==> src/rtl/mem_arb_pkg.sv <==
// Shared types for the CPU/host memory port arbiter: FSM states, owner encoding, default widths.
package mem_arb_pkg;

  localparam int ADDR_W_DEF = 5;
  localparam int DATA_W_DEF = 16;

  typedef enum logic [1:0] {
    ST_IDLE   = 2'd0,
    ST_ACCESS = 2'd1,
    ST_RESP   = 2'd2
  } arb_state_t;

  typedef enum logic {
    OWN_CPU  = 1'b0,
    OWN_HOST = 1'b1
  } owner_t;

endpackage

==> src/rtl/mem_arb_grant.sv <==
// Winner select between CPU and host requests. Build with MEM_ARB_RR_EN for round-robin
// tie-breaking; otherwise the host always wins a tie.
module mem_arb_grant
  import mem_arb_pkg::*;
(
  input  logic   clock,
  input  logic   reset,
  input  logic   i_cpu_req,
  input  logic   i_host_req,
  input  logic   i_grant_en,
  output owner_t o_winner
);

  owner_t w_tie_pick;

`ifdef MEM_ARB_RR_EN
  owner_t r_last_owner;

  // Last owner starts as host so the first tie after reset goes to the CPU.
  always_ff @(posedge clock) begin
    if (reset)
      r_last_owner <= OWN_HOST;
    else if (i_grant_en)
      r_last_owner <= o_winner;
  end

  assign w_tie_pick = (r_last_owner == OWN_HOST) ? OWN_CPU : OWN_HOST;
`else
  logic w_unused_ok;

  assign w_tie_pick  = OWN_HOST;
  assign w_unused_ok = ^{clock, reset, i_grant_en};
`endif

  always_comb begin
    o_winner = w_tie_pick;
    if (i_host_req && !i_cpu_req)
      o_winner = OWN_HOST;
    else if (i_cpu_req && !i_host_req)
      o_winner = OWN_CPU;
  end

endmodule

==> src/rtl/mem_port_arbiter.sv <==
// Shares one single-port RAM between CPU and host: IDLE -> ACCESS -> RESP per access.
// Optional MEM_ARB_RR_EN selects round-robin tie-breaking in mem_arb_grant.
module mem_port_arbiter
  import mem_arb_pkg::*;
#(
  parameter int ADDR_W = ADDR_W_DEF,
  parameter int DATA_W = DATA_W_DEF
) (
  input  logic              clock,
  input  logic              reset,
  input  logic              cpu_req,
  input  logic              cpu_we,
  input  logic [ADDR_W-1:0] cpu_addr,
  input  logic [DATA_W-1:0] cpu_wdata,
  output logic              cpu_done,
  output logic [DATA_W-1:0] cpu_rdata,
  input  logic              host_req,
  input  logic              host_we,
  input  logic [ADDR_W-1:0] host_addr,
  input  logic [DATA_W-1:0] host_wdata,
  output logic              host_done,
  output logic [DATA_W-1:0] host_rdata,
  output logic [ADDR_W-1:0] mem_addr,
  output logic [DATA_W-1:0] mem_write_data,
  output logic              mem_write,
  input  logic [DATA_W-1:0] mem_read_data,
  output logic              busy,
  output logic              owner_host
);

  arb_state_t        r_state;
  arb_state_t        w_state_nxt;
  logic              w_grant_en;
  owner_t            w_winner;
  owner_t            r_owner;
  logic [ADDR_W-1:0] r_mem_addr;
  logic [DATA_W-1:0] r_mem_wdata;
  logic              r_mem_write;
  logic              r_cpu_done;
  logic              r_host_done;
  logic [DATA_W-1:0] r_cpu_rdata;
  logic [DATA_W-1:0] r_host_rdata;

  mem_arb_grant u_grant (
    .clock      (clock),
    .reset      (reset),
    .i_cpu_req  (cpu_req),
    .i_host_req (host_req),
    .i_grant_en (w_grant_en),
    .o_winner   (w_winner)
  );

  always_ff @(posedge clock) begin
    if (reset)
      r_state <= ST_IDLE;
    else
      r_state <= w_state_nxt;
  end

  always_comb begin
    w_state_nxt = r_state;
    w_grant_en  = 1'b0;
    case (r_state)
      ST_IDLE: begin
        w_grant_en = cpu_req || host_req;
        if (w_grant_en)
          w_state_nxt = ST_ACCESS;
      end
      ST_ACCESS: w_state_nxt = ST_RESP;
      ST_RESP:   w_state_nxt = ST_IDLE;
      default:   w_state_nxt = ST_IDLE;
    endcase
  end

  // Memory-side registers, done pulses and per-port read data.
  always_ff @(posedge clock) begin
    if (reset) begin
      r_owner      <= OWN_CPU;
      r_mem_addr   <= '0;
      r_mem_wdata  <= '0;
      r_mem_write  <= 1'b0;
      r_cpu_done   <= 1'b0;
      r_host_done  <= 1'b0;
      r_cpu_rdata  <= '0;
      r_host_rdata <= '0;
    end else begin
      case (r_state)
        ST_IDLE: begin
          if (w_grant_en) begin
            r_owner <= w_winner;
            if (w_winner == OWN_HOST) begin
              r_mem_addr  <= host_addr;
              r_mem_wdata <= host_wdata;
              r_mem_write <= host_we;
            end else begin
              r_mem_addr  <= cpu_addr;
              r_mem_wdata <= cpu_wdata;
              r_mem_write <= cpu_we;
            end
          end
        end
        ST_ACCESS: begin
          r_mem_write <= 1'b0;
          if (r_owner == OWN_HOST) begin
            r_host_done <= 1'b1;
            if (!r_mem_write)
              r_host_rdata <= mem_read_data;
          end else begin
            r_cpu_done <= 1'b1;
            if (!r_mem_write)
              r_cpu_rdata <= mem_read_data;
          end
        end
        ST_RESP: begin
          r_cpu_done  <= 1'b0;
          r_host_done <= 1'b0;
        end
        default: ;
      endcase
    end
  end

  // Write enable is masked by reset so an access interrupted in ACCESS never lands in RAM.
  assign mem_write      = r_mem_write & ~reset;
  assign mem_addr       = r_mem_addr;
  assign mem_write_data = r_mem_wdata;
  assign cpu_done       = r_cpu_done;
  assign host_done      = r_host_done;
  assign cpu_rdata      = r_cpu_rdata;
  assign host_rdata     = r_host_rdata;
  assign busy           = (r_state != ST_IDLE);
  assign owner_host     = (r_owner == OWN_HOST);

endmodule

==> config.mk <==
export PLATFORM = sky130hd
export DESIGN_NAME = mem_port_arbiter
export DESIGN_NICKNAME = d
export VERILOG_FILES = /design/src/rtl/mem_arb_pkg.sv /design/src/rtl/mem_arb_grant.sv /design/src/rtl/mem_port_arbiter.sv
export SDC_FILE = /design/constraint.sdc
export NUM_CORES = 1
export LEC_CHECK = 0
export CORE_MARGIN = 2
export CORE_UTILIZATION = 25
export DETAILED_ROUTE_END_ITERATION = 12
export PLACE_DENSITY = 0.66
export SLEW_MARGIN = 20
export SYNTH_ARGS = -nofsm -noshare
export SYNTH_HDL_FRONTEND = slang
export SYNTH_SLANG_ARGS = --single-unit
==> constraint.sdc <==
create_clock -name clock -period 1.35 [get_ports clock]
set_clock_uncertainty 0.05 [all_clocks]
set_input_delay 0.2025 -clock clock [delete_from_list [all_inputs] [get_ports clock]]
set_output_delay 0.2025 -clock clock [all_outputs]
set_load 0.02 [all_outputs]
==> out/metrics.cfg <==
[status]
status = finished with violations
violations = setup timing

[clock_tree]
postCtsHoldBufs = 0
cts_buffer_depth = 2
clockRootBuffer = clkbuf_8
cts-buffers-inserted = 9
cts.sinks = 59
clk_pin_slew_ns = 0.07
cts_tree = built
clk_latency_ns = 0.33
htree_levels = 3

[grt]
grt_overflow = 0
grt_usage_pct = 15.1
grt_max_degree = 60
grt_pass1_wl_um = 12000
antenna_found_initial = 0
grt_pass1_vias = 2461

[timing]
tightestPinTransition_ns = 0.662
timing.slew.headroom_pct = 55.9
max_freq_mhz = 697
fin_crit_ns = 1.44
whs_ns = 0.390
setup_viol = 32
setup_slack_ns = -0.0857
fin_tns_setup_ns = -1.65
finalCritPeriodShare_pct = 106
grt_setup_unrepaired = yes
drv_slew = 0
final_hold_viol_count = 0

[final_layout]
layout-drive-gt1-share_pct = 18.7
finalCoreUtilization_pct = 45.3
area_growth_pct = 76.7
nNetsFinal = 493
diodes = 0

[hold_path]
hold_depth = 3
hp-start = cpu_wdata[0]
hold_end = mem_write_data[0]$_SDFFE_PP0P_
min_path_type = primary input to flip-flop

[synth]
synthTopCellsByCount = nand2_1 (108), dfxtp_1 (59), a21oi_1 (57)
synth_top_area_share_pct = 49.8
synth_seq_area_share_pct = 49.8
yosys.area.top_type = dfxtp_1
yosysMostFrequentCell = nand2_1
yosysWarnings = 0
synth_cell_types = 25
async_reset_ff_share_pct = 0
mappedNetlistArea_um2 = 2370
synth_top_flop_cell = dfxtp_1
synth_edf_count = 0
syn_area_per_cell_um2 = 8.06
syn_inst = 294
yosys-top-cells-area = dfxtp_1 (50%), nand2_1 (17%), a21oi_1 (12%)
synth_nets = 358
synth-seq-cells = 59

[worst_setup_path]
arrival_ns = 1.57
ff2ff_setup_slack_ns = -0.09
worst_setup_path_end_kind = flip-flop
path_max_fanout = 8
critPathLaunchType = flip-flop
r2r-start = r_mem_write$_SDFFE_PP0P_
crit_required_ns = 1.48
crit_slowest_cell = or4b_4
cp_cell_sequence = buf_6 -> or4b_4 -> nand2_2 -> a21oi_2
critPathMaxStageDelay_ns = 0.60
r2r_cells = 4
path_buf_inv = 1
r2r_end = cpu_rdata[8]$_SDFFE_PP0P_
crit_family = simple AND/OR/NAND/NOR gates
critPathKind = flip-flop to flip-flop

[detailed_routing]
antenna_left = 0
drtIter0Drc = 76
vias = 2580
avgViaCountPerCell = 4.58
drcViolationCount = 0
dr.pass1.iters = 4
drt-total-wl_um = 8070
wl_per_cell_um = 14.3

[floorplanning]
start_util_pct = 25.7
rows = 35
die_h_um = 101
core_region_area_um2 = 9240
die-area_um2 = 10300
io_pins = 122
die_x_um = 101

[power]
finalPower_mw = 4.70
power_leakage_nw = 1.78
p_per_area_nw_per_um2 = 1120
vdd_ir_drop_max_mv = 0.487

[place]
numPortBuffers = 121
dp_slack_ns = -0.406
gp_congestion = 0.794
dp_hpwl_um = 5400

[flow_run]
drv_cap = 0

[flip-flops by register name (all words and copies together), names as in the netlist]
signal,flops
cpu_rdata,16
host_rdata,16
mem_write_data,16
mem_addr,5
r_state,2
cpu_done,1
host_done,1
owner_host,1
r_mem_write,1
[power breakdown]
| group | internal [mW] | switching [mW] | leakage (nW) |
|---|---|---|---|
| logic | 0.563 | 0.560 | 1.20 |
| registers | 1.87 | 0.0804 | 0.486 |
| clock network | 0.902 | 0.725 | 0.102 |
[stage by stage]
stage	area, um2	instances
6_report	4190	563
4_1_cts	4070	561
3_5_place_dp	3820	538
2_1_floorplan	2390	294
5_1_grt	4190	563
3_3_place_gp	3820	538
[placed cells by master, fill, tap and decap left out, drive strengths merged]
cell type / count
or4b: 2
clkdlybuf4s15: 3
clkinvlp: 1
a311oi: 21
buf: 30
a2111oi: 1
clkdlybuf4s50: 62
bufinv: 1
mux2i: 1
nand2b: 1
dlygate4sd2: 53
clkbuf: 12
nand2: 108
o21ai: 1
clkinv: 4
dfxtp: 59
a21bo: 1
and2: 1
nor4b: 1
or2: 1
nor2: 2
a21oi: 57
nor2b: 6
nand4bb: 1
inv: 2
and4bb: 1
a2bb2oi: 1
[area by class of cell]
| cell class | instances | area (um2) |
|---|---|---|
| clock inverter | 6 | 65.1 |
| clock buffer | 10 | 138 |
| sequential | 59 | 1190 |
| tap | 129 | 161 |
| timing repair buffer | 150 | 1480 |
| inverter | 2 | 7.51 |
| multi-input combinational | 207 | 1150 |
| fill | 929 | 5050 |
[timing repair]
action / 4_1_cts / 5_1_grt
endpoints found under the setup margin: 87 / 56
pin swaps: 13 / 18
resized for setup: 77 / 36
buffers inserted: 5 / 1
gates cloned: 2 / 1
[logic make-up (layout without fill, tap and decap cells)]
group / count (synthesis) / in the layout / synth area share, %
buffers and inverters: 29 / 168 / 6.02
DFF: 59 / 59 / 49.8
and+or+nand+nor: 123 / 124 / 22.3
muxes: 1 / 1 / 0.422
AOI/OAI and AO/OA: 82 / 82 / 21.4
[how the worst max path moves through the flow]
| stage | start | to | slack, ns | cells past startpoint |
|---|---|---|---|---|
| after floorplan | r_state[0]$_SDFFE_PP0P_ | cpu_rdata[10]$_SDFFE_PP0P_ | -0.06 | 6 |
| after global placement | cpu_req | r_mem_write$_SDFFE_PP0P_ | -0.32 | 5 |
| after detailed placement | cpu_req | r_mem_write$_SDFFE_PP0P_ | -0.41 | 5 |
| after CTS | r_mem_write$_SDFFE_PP0P_ | cpu_rdata[9]$_SDFFE_PP0P_ | -0.08 | 4 |
| after global routing | r_mem_write$_SDFFE_PP0P_ | cpu_rdata[5]$_SDFFE_PP0P_ | -0.14 | 4 |
| final | r_mem_write$_SDFFE_PP0P_ | cpu_rdata[8]$_SDFFE_PP0P_ | -0.09 | 4 |
[worst min-delay path, stage by stage]
cell and delay, ns:
clkdlybuf4s50_1 0.40, nand2_1 0.05, a311oi_1 0.07
[per-layer routing]
layer	share of wire [%]	global-route usage, %
met5	0	0
met4	0.66	4.05
met3	9.1	6.21
met2	47	25.1
met1	43	18.1
Note: power is estimated with default switching activity, not from simulation.
